$ cat config.mk
export PLATFORM = sky130hd
export DESIGN_NAME = pic_fetch_pc_unit
export DESIGN_NICKNAME = d
export VERILOG_FILES = /design/src/rtl/pic_fetch_pc_unit.sv
export SDC_FILE = /design/constraint.sdc
export NUM_CORES = 1
export LEC_CHECK = 0
export CORE_MARGIN = 2
export CORE_UTILIZATION = 50
export CTS_CLUSTER_DIAMETER = 100
export DETAILED_ROUTE_END_ITERATION = 8
export PLACE_DENSITY_LB_ADDON = 0.25
export REMOVE_ABC_BUFFERS = 1
export SLEW_MARGIN = 20
export SYNTH_ARGS = -nofsm -noshare
export SYNTH_HDL_FRONTEND = slang
export SYNTH_SLANG_ARGS = --single-unit
$ cat constraint.sdc
create_clock -name clk_i -period 4.4 [get_ports clk_i]
set_input_delay 0.88 -clock clk_i [delete_from_list [all_inputs] [get_ports clk_i]]
set_output_delay 0.88 -clock clk_i [all_outputs]
set_load 0.02 [all_outputs]
$ cat src/rtl/pic_fetch_pc_unit.sv
`default_nettype none
// ============================================================================
// Module      : pic_fetch_pc_unit
// Description : Program counter, instruction fetch and hardware return stack
//               for a 14-bit-instruction core. Resolves GOTO/CALL/RETURN/
//               RETLW/RETFIE, execute-stage skips and computed PCL writes by
//               flushing the single wrong-path word that was fetched.
// Revision    : 1.0 - initial release
// ============================================================================
module pic_fetch_pc_unit #(
    parameter int          STACK_DEPTH  = 8,
    parameter logic [12:0] RESET_VECTOR = 13'h0000
) (
    input  logic        clk_i,
    input  logic        pon_rst_n_i,
    input  logic        stall_i,
    output logic [12:0] prog_adr_o,
    input  logic [13:0] prog_dat_i,
    output logic [13:0] ir_o,
    output logic        ir_valid_o,
    output logic [12:0] ir_pc_o,
    input  logic        skip_i,
    input  logic        pcl_wr_i,
    input  logic [7:0]  pcl_dat_i,
    input  logic [4:0]  pclath_i,
    output logic        stk_ovf_o,
    output logic        stk_unf_o
);

    localparam int                   c_ptr_w      = (STACK_DEPTH > 1) ? $clog2(STACK_DEPTH) : 1;
    localparam int                   c_depth_w    = $clog2(STACK_DEPTH + 1);
    localparam logic [c_ptr_w-1:0]   c_ptr_one    = 1;
    localparam logic [c_depth_w-1:0] c_depth_one  = 1;
    localparam logic [c_depth_w-1:0] c_depth_full = c_depth_w'(STACK_DEPTH);

    // Architectural state
    logic [12:0]          r_pc;
    logic [13:0]          r_ir;
    logic                 r_ir_valid;
    logic [12:0]          r_ir_pc;
    logic [12:0]          r_stack [STACK_DEPTH];
    logic [c_ptr_w-1:0]   r_ptr;
    logic [c_depth_w-1:0] r_depth;
    logic                 r_ovf;
    logic                 r_unf;

    // Decode and next-PC selection
    logic                 w_is_goto;
    logic                 w_is_call;
    logic                 w_is_ret;
    logic                 w_ctrl;
    logic                 w_pcl;
    logic                 w_skip;
    logic                 w_flush;
    logic [12:0]          w_pc_inc;
    logic [12:0]          w_pc_next;
    logic [c_ptr_w-1:0]   w_ptr_inc;
    logic [c_ptr_w-1:0]   w_ptr_dec;

    assign prog_adr_o = r_pc;
    assign ir_o       = r_ir;
    assign ir_valid_o = r_ir_valid;
    assign ir_pc_o    = r_ir_pc;
    assign stk_ovf_o  = r_ovf;
    assign stk_unf_o  = r_unf;

    // Decode the instruction register and pick the next PC; a bubble in IR
    // never triggers any event, so execute-stage strobes are gated by valid.
    always_comb begin
        w_is_goto = r_ir_valid && (r_ir[13:11] == 3'b101);
        w_is_call = r_ir_valid && (r_ir[13:11] == 3'b100);
        w_is_ret  = r_ir_valid && ((r_ir == 14'h0008) || (r_ir == 14'h0009) ||
                                   (r_ir[13:10] == 4'b1101));
        w_ctrl    = w_is_goto || w_is_call || w_is_ret;
        w_pcl     = r_ir_valid && pcl_wr_i && !w_ctrl;
        w_skip    = r_ir_valid && skip_i && !w_ctrl && !w_pcl;
        w_flush   = w_ctrl || w_pcl || w_skip;
        w_pc_inc  = r_pc + 13'd1;
        w_ptr_inc = r_ptr + c_ptr_one;
        w_ptr_dec = r_ptr - c_ptr_one;
        w_pc_next = w_pc_inc;
        if (w_is_ret) begin
            w_pc_next = r_stack[w_ptr_dec];
        end else if (w_is_goto || w_is_call) begin
            w_pc_next = {pclath_i[4:3], r_ir[10:0]};
        end else if (w_pcl) begin
            w_pc_next = {pclath_i, pcl_dat_i};
        end
    end

    // PC and instruction register: fetch every cycle, squash the fetched word
    // whenever the current instruction redirects the flow.
    always_ff @(posedge clk_i or negedge pon_rst_n_i) begin
        if (!pon_rst_n_i) begin
            r_pc       <= RESET_VECTOR;
            r_ir       <= 14'h0000;
            r_ir_valid <= 1'b0;
            r_ir_pc    <= 13'h0000;
        end else if (!stall_i) begin
            r_pc    <= w_pc_next;
            r_ir_pc <= r_pc;
            if (w_flush) begin
                r_ir       <= 14'h0000;
                r_ir_valid <= 1'b0;
            end else begin
                r_ir       <= prog_dat_i;
                r_ir_valid <= 1'b1;
            end
        end
    end

    // Circular return stack: a push when full overwrites the oldest entry,
    // a pop when empty still moves the pointer; both raise sticky flags.
    always_ff @(posedge clk_i or negedge pon_rst_n_i) begin
        if (!pon_rst_n_i) begin
            for (int i = 0; i < STACK_DEPTH; i++) begin
                r_stack[i] <= 13'h0000;
            end
            r_ptr   <= '0;
            r_depth <= '0;
            r_ovf   <= 1'b0;
            r_unf   <= 1'b0;
        end else if (!stall_i) begin
            if (w_is_call) begin
                r_stack[r_ptr] <= r_pc;
                r_ptr          <= w_ptr_inc;
                if (r_depth == c_depth_full) begin
                    r_ovf <= 1'b1;
                end else begin
                    r_depth <= r_depth + c_depth_one;
                end
            end else if (w_is_ret) begin
                r_ptr <= w_ptr_dec;
                if (r_depth == '0) begin
                    r_unf <= 1'b1;
                end else begin
                    r_depth <= r_depth - c_depth_one;
                end
            end
        end
    end

endmodule
`default_nettype wire

After elaboration in Yosys (flattened, before gate mapping)
Cells that the tools add are included.
{ "op_classes": {"magnitude_cmp": 3, "bitwise_logic": 4, "mux": 17, "addsub": 5, "n_reduce_logical": 24, "eq_ne": 8} }
{ "ops": {"columns": ["cell", "n"], "rows": [
  ["bitwise mux 104 bit", 1],
  ["2-to-1 mux 13 bit", 6],
  ["binary-select mux 13 bit (select 3 bit)", 1],
  ["demux 13 bit (select 3 bit)", 1],
  ["equality test 14 x 4 -> 1 bit (second input constant)", 2],
  ["2-to-1 mux 4 bit", 4],
  ["2-to-1 mux 14 bit", 1],
  ["adder 13 x 1 -> 13 bit (second input constant)", 1],
  ["logical AND 1 bit", 9],
  ["equality test 4 bit (second input constant)", 2],
  [">= comparator 4 bit (second input constant)", 2],
  ["NOT 3 -> 4 bit", 2],
  ["AND reduction 4 bit", 2],
  ["equality test 3 bit (second input constant)", 2],
  ["logical OR 1 bit", 6],
  ["2-to-1 mux 3 bit", 2],
  ["adder 4 x 1 -> 4 bit (second input constant)", 1],
  ["logical NOT 4 bit", 1],
  ["less-than comparator 4 x 1 -> 1 bit (second input constant)", 1],
  ["inequality test 2 bit (second input constant)", 2],
  ["AND reduction 2 bit", 2],
  ["subtractor 4 x 1 -> 4 bit (second input constant)", 1],
  ["adder 3 x 1 -> 3 bit (second input constant)", 1],
  ["AND reduction 3 bit", 1],
  ["5 further kinds", 7]
]} }
{ "totals": {"elab_cells": 77, "ff_bits": 154, "inputBits": 32, "output_inout_bits": 43} }

Longest topological paths before layout
Gate-level depths: netlist of run 1.
{ "logic_depth": {"word_depth": 11, "mapped_depth": 10, "depth_no_buf": 9} }

Least setup slack after synthesis of run 1
Ideal clock, no wire load.
{ "synth_timing": {"path_kind": "in2reg", "startpoint": "input stall_i", "endpoint": "register r_stack[41] (netlist name)", "setup_time_ns": 0.125, "path_stages": 6, "t_required_ns": 4.275, "n_path_buf": 2, "setup_slack_ns": 2.023, "arrival_time_ns": 2.252, "path_cell_list": "clkbuf_1 inv_2 nand3_1 nor3b_1 buf_4 mux2_2"} }
{ "synth_between": {"elab_chain_len": 2} }
{ "synth_rtl": {"columns": ["element", "line_no", "rtl"], "rows": [
  ["from (decl)", "16", "input logic stall_i,"],
  ["NOT 1 bit (no source line)", null, null],
  ["AND reduction 2 bit (no source line)", null, null],
  ["to (signal, indexed assignment)", "125", "r_stack[r_ptr] <= r_pc;"],
  ["to (decl)", "41", "logic [12:0] r_stack [STACK_DEPTH];"]
]} }
No other way between the ends.
A chain may end at the register's enable or synchronous reset.

Final worst setup path of run 1
{ "layout_timing": {"startpoint": "register r_ir_valid, in the netlist ir_valid_o", "endpoint": "register r_stack[55] (netlist name)"} }
{ "layout_between": {"elab_chain_len": 2} }
{ "layout_rtl": {"columns": ["element", "line_no", "rtl"], "rows": [
  ["from (decl)", "39", "logic r_ir_valid;"],
  ["from (signal assigned)", "97", "r_ir_valid <= 1'b0;"],
  ["from (signal assigned)", "104", "r_ir_valid <= 1'b0;"],
  ["from (signal assigned)", "107", "r_ir_valid <= 1'b1;"],
  ["logical AND 1 bit", "71", "w_is_call = r_ir_valid && (r_ir[13:11] == 3'b100);"],
  ["AND reduction 2 bit (no source line)", null, null]
]} }
No other way between the ends.

==> impl_metrics.ini, run 1 <==
[synth]
synth-warning-count = 0
synth_edf_count = 0
synthCells = 550
synth_ff_type = dfrtp_1
netlist_area_um2 = 7320
async_reset_ff_frac = 1.00
yosysSeqAreaShare = 0.527
avgSynthCellArea_um2 = 13.3
synth_cell_types = 52
ys_ff_latch = 154

[drt]
finalWirelength_um = 17900
drt_iter0_markers = 429
detail_route.wl_per_cell_um = 22.1
vias = 4846
viasPerCell = 6.00
antenna_left = 0
drc = 0
drt_first_pass_iters = 4

[sta]
hold_viol_final = 0
period_share = 0.670
final.setup.worst_slack_ns = 1.45
finalSetupViolCount = 0
rsz0062_at_grt = no
hold_slack_ns = 0.490
max_freq_mhz = 339
finalMaxSlewViolations = 0
finalClockSkew_ns = 0.00736
fin_tns_setup_ns = 0
tightest_slew_ns = 1.12
finalCriticalPeriod_ns = 2.95
relSlewSlack = 0.253

[finish]
nNetsFinal = 649
design_area_um2 = 8810
syn_to_final_growth_pct = 20.5
diodes = 0
drive_gt1_frac = 0.313
utilization = 0.611

[grt]
grt_pass1_wl_um = 29600
track_usage = 0.247
overflow = 0
grt_pass1_vias = 5265
grt_max_degree = 90
antenna_found_initial = 0

[setup_path]
crit_family = simple AND/OR/NAND/NOR gates
cp-end-kind = flip-flop
critical_path_class = reg -> reg
crit_slowest_cell = nand3b_1
required_ns = 4.71
crit_buf_inv = 1
cpPeakStageDelay_ns = 0.83
path_cells = nand2_2 -> nor3_4 -> inv_2 -> nor3_1 -> nand3b_1 -> mux2_2
cp-start-kind = flip-flop
cp_max_fo = 13
critPathArrivalTime_ns = 3.26

[floorplanning]
die_h_um = 125
rows = 44
ios = 75
design.core.area_um2 = 14400
chipWidth_um = 125
die_area_um2 = 15600
start_util = 0.507

[cts]
root_buffer = clkbuf_16
cts_tree = yes
cts_max_level = 4
post_cts_resized = 0
cts.path.max_buffers = 2
numCtsBuffers = 17
clk_latency_ns = 0.43
cts_hold_buf = 0
clk_pin_slew_worst_paths_ns = 0.06
postCtsSetupBuffers = 0
clock_sinks = 154

[min_path]
hp-class = reg -> reg

[pwr]
power.leakage_nw = 3.99
peakVddDrop_uv = 340
p_per_area_nw_per_um2 = 677

[place]
place_congestion = 0.833
place_area_um2 = 8200
port_buffers = 74
place_ws_ns = 1.26
dp_hpwl_um = 11700

[status]
status = finished clean

[job]
max_cap_violations = 0
[cell usage after synthesis, types with 3 or more instances]
library cell | count | area share
dfrtp_1 | 154 | 0.53
o21ai_0 | 18 | 0.012
buf_2 | 14 | 0.0096
nor3_1 | 10 | 0.0068
mux2i_1 | 8 | 0.011
a2bb2oi_1 | 3 | 0.0036
mux4_2 | 26 | 0.080
a2111oi_0 | 6 | 0.0072
a22o_1 | 14 | 0.017
and3_1 | 3 | 0.0026
ha_1 | 5 | 0.0085
a32oi_1 | 5 | 0.0060
a21oi_1 | 16 | 0.011
inv_1 | 10 | 0.0051
nand3_1 | 9 | 0.0062
nor2_1 | 18 | 0.0092
nand4_1 | 4 | 0.0034
nand2_1 | 24 | 0.012
xnor2_1 | 15 | 0.018
a211o_1 | 4 | 0.0048
clkbuf_1 | 25 | 0.013
mux2_2 | 114 | 0.18
[where the power goes]
part / switching [W] / internal [W] / total [W]
sequential: 0.000480 / 0.00188 / 0.00236
combinational: 0.000961 / 0.00113 / 0.00210
clock: 0.000561 / 0.000950 / 0.00151
[worst reg2reg max path: stages, from the launching register on]
cell and delay [ns]:
dfrtp_1 0.51, nand2_2 0.13, nor3_4 0.28, inv_2 0.19, nor3_1 0.29, nand3b_1 0.83
mux2_2 0.60
[cell families (layout without fill, tap and decap cells)]
| family | after synthesis | after routing | synth area share |
|---|---|---|---|
| AND/OR/NAND/NOR | 83 | 83 | 0.0568 |
| XOR/XNOR | 17 | 17 | 0.0203 |
| AO/OA/AOI/OAI | 84 | 84 | 0.0812 |
| flip-flops | 154 | 154 | 0.527 |
| multiplexers | 150 | 150 | 0.271 |
| buffers and inverters | 56 | 130 | 0.0332 |
| adder cells (fa/ha/maj) | 6 | 6 | 0.0113 |
[cell usage in the layout (no fill, tap or decap), types with 3 or more instances in the layout]
master and instances:
clkbuf_8 4, mux4_2 26, buf_4 12, a2bb2oi_1 3
dfrtp_1 154, nor3_1 7, clkbuf_1 4, inv_1 10
a32oi_1 5, mux2_2 114, mux2i_1 8, bufinv_16 3
a211o_1 4, clkdlybuf4s50_1 72, nor2_1 17, ha_1 5
nand4_1 4, o21ai_0 18, nand2_1 24, a21oi_1 16
and3_1 3, a2111oi_0 6, nor3_2 3, a22o_1 14
clkbuf_16 17, clkinv_2 3, xnor2_1 15, nand3_1 9
[layout make-up]
type / instances / area (um2)
repair buffers: 86 / 827
flip-flops and latches: 154 / 3850
fillers: 1120 / 5610
clock inverters: 7 / 113
clock buffers: 25 / 495
multi-input cells: 340 / 3250
inverters: 12 / 45.0
well taps: 184 / 230
[path summary, 6_finish.rpt]
check / startpoint / to / slack [ns] / cells after the start
hold / removal: stk_ovf_o / stk_ovf_o / 0.49 / 1
min in group asynchronous: pon_rst_n_i / r_depth[0] / 0.51 / 1
setup reg to reg: ir_valid_o / r_stack[55] / 1.45 / 6
hold reg to reg: stk_ovf_o / stk_ovf_o / 0.49 / 1
setup / recovery: ir_valid_o / r_stack[55] / 1.45 / 6
max in group asynchronous: pon_rst_n_i / r_stack[24] / 2.89 / 2
[layer usage]
metal  routed length, um  up-vias  GRT usage
met5                   0        -          0
met4                 578        0      0.112
met3                 904       43     0.0552
li1                    -     2152          -
met1                8160     2489      0.347
met2                8250      162      0.370
[through the flow]
step | power [W] | std cells
finish | 0.00596 | 808
global route | 0.00629 | 808
CTS | 0.00599 | 808
detailed placement | 0.00446 | 776
global placement | 0.00437 | 776
floorplan | 0.00364 | 506
[registers in the layout (all words and copies together) (netlist names)]
| name | flops |
|---|---|
| r_ptr | 3 |
| stk_unf_o | 1 |
| ir_valid_o | 1 |
| ir_pc_o | 13 |
| r_depth | 4 |
| prog_adr_o | 13 |
| stk_ovf_o | 1 |
| ir_o | 14 |
| r_stack | 104 |
Power figures use the tool's default switching activity.
==> run 2: changes to the inputs <==
- clock period: 4.4 -> 2.5 ns (I/O delays scaled with it)
==> run 2 against run 1 <==
Clock skew rose by 0.0017 ns; worst hold slack worse by 0.46 ns; cell count up 3.3%; die area is the same; worst setup slack got worse by 1.3 ns; maximum frequency up 25%; sequential power increased by 69%; first-iteration DRC count shrank 19%; utilization is 1.5 points higher; global-route usage rose by 0.65 points; via count is 5.7% higher; flip-flop and latch count unchanged; critical path type unchanged; critical endpoint is now r_depth[3].
==> impl_metrics.ini, run 2 (synthesized netlist as in run 1, its figures left out) <==
[setup_path]
cp-end-kind = flip-flop
reg2reg_from = ir_valid_o
required_ns = 2.85
ff2ff_path_depth = 9
critical_path_class = reg -> reg
r2r-end = r_depth[3]
cp-start-kind = flip-flop
worstSetupStartpoint = ir_valid_o
rrSetupSlack_ns = 0.13
cp_max_fo = 11
critPathArrivalTime_ns = 2.72
endpoint = r_depth[3]

[finish]
finalNonFillerCells = 835
diodes = 0
largest-register = r_stack
largest_reg_flops = 104
syn_to_final_growth_pct = 23.4
fill_cells = 1118
nNetsFinal = 676
drive_gt1_frac = 0.343
utilization = 0.626
layout_commonest_cell = dfrtp_1
final_cell_mix = 154 x dfrtp_1, 114 x mux2_2, 72 x clkdlybuf4s50_1

[place]
dp_cells = 803
dp_hpwl_um = 12300
place_congestion = 0.849
port_buffers = 74

[grt]
grt_pass1_wl_um = 30200
grt_pass1_vias = 5386
track_usage = 0.253
overflow = 0
grt_max_degree = 54
antenna_found_initial = 0

[sta]
period_share = 0.947
hold_viol_final = 0
finalSetupViolCount = 0
finalMaxSlewViolations = 0
tightest_slew_ns = 0.545
max_freq_mhz = 422
finalCriticalPeriod_ns = 2.37
finalClockSkew_ns = 0.00901
relSlewSlack = 0.634
rsz0062_at_grt = no

[floorplanning]
chipWidth_um = 125
die_h_um = 125
die_area_um2 = 15600
rows = 44
start_util = 0.507
design.core.area_um2 = 14400
ios = 75

[cts]
post_cts_resized = 0
cts_hold_buf = 0
clk_latency_ns = 0.43
cts_max_level = 4
clk_pin_slew_worst_paths_ns = 0.06
postCtsSetupBuffers = 0
cts.path.max_buffers = 2
clock_sinks = 154
root_buffer = clkbuf_16
numCtsBuffers = 17
cts_tree = yes

[drt]
finalWirelength_um = 18600
drt_first_pass_iters = 7
drc = 0
viasPerCell = 6.14
antenna_left = 0
detail_route.wl_per_cell_um = 22.3
drt_iter0_markers = 348
vias = 5124

[pwr]
peakVddDrop_uv = 581
power.leakage_nw = 4.12
p_per_area_nw_per_um2 = 1180

[job]
max_cap_violations = 0

[min_path]
hp-class = in -> async

[status]
status = finished clean
run 2: cell types whose count changed in the layout (fill, tap and decap cells not counted), moves of 2 or more:
| cell | change |
|---|---|
| clkbuf_1 | -2 |
| clkinv_4 | +2 |
| buf_4 | +25 |
| clkinvlp_4 | +2 |
| clkbuf_8 | -2 |
| buf_12 | +2 |
run 2: worst max-delay path, cell delays in order, from the launching register on:
cell       delay [ns]
dfrtp_1          0.52
nand2_2          0.14
nor3_4           0.28
inv_2            0.19
ha_1             0.32
a21o_1           0.19
a21oi_1          0.29
nand2b_1         0.10
o22ai_1          0.13
o2bb2ai_1        0.13
run 2: layout make-up:
type | count | area, um2 | share of cell area
Clock inverter | 11 | 145 | 0.0161
Sequential cell | 154 | 3850 | 0.427
Multi-Input combinational cell | 340 | 3240 | 0.359
Timing Repair Buffer | 113 | 1050 | 0.117
Inverter | 12 | 45.0 | 0.00499
Tap cell | 184 | 230 | 0.0255
Clock buffer | 21 | 460 | 0.0510
run 2: how the worst min path moves through the flow:
stage	slack, ns	depth (start not counted)	endpoint	from
after floorplan	0.20	0	ir_o[0]	pon_rst_n_i
after global placement	0.47	2	ir_pc_o[2]	ir_pc_o[2]
after detailed placement	0.48	2	ir_pc_o[8]	ir_pc_o[8]
after CTS	0.04	1	r_depth[1]	pon_rst_n_i
after global routing	0.05	1	ir_o[0]	pon_rst_n_i
final	0.03	1	ir_o[0]	pon_rst_n_i
run 2: metal layers:
layer	up-vias	track usage	wire length (um)
met5	-	0	0
li1	2223	-	-
met3	45	0.0693	1050
met2	182	0.399	9120
met1	2674	0.331	7920
met4	0	0.113	552
run 2: power by group:
group	switching [W]	internal (W)	total, W
registers	0.000690	0.00331	0.00400
logic	0.00188	0.00213	0.00402
clock network	0.00103	0.00162	0.00265
total	0.00360	0.00706	0.0107
run 2: stage by stage:
stage / hold WS [ns] / setup TNS, ns / power (W) / area, um2 / setup slack [ns]
6_report: 0.0262 / 0 / 0.0107 / 9030 / 0.132
2_1_floorplan: 0.204 / -40.36 / 0.00641 / 7120 / -0.903
4_1_cts: 0.0419 / 0 / 0.0107 / 9030 / 0.169
3_3_place_gp: 0.469 / 0 / 0.00786 / 8420 / 0.262
3_5_place_dp: 0.478 / 0 / 0.00800 / 8420 / 0.186
5_1_grt: 0.0515 / 0 / 0.0112 / 9030 / 0.0619
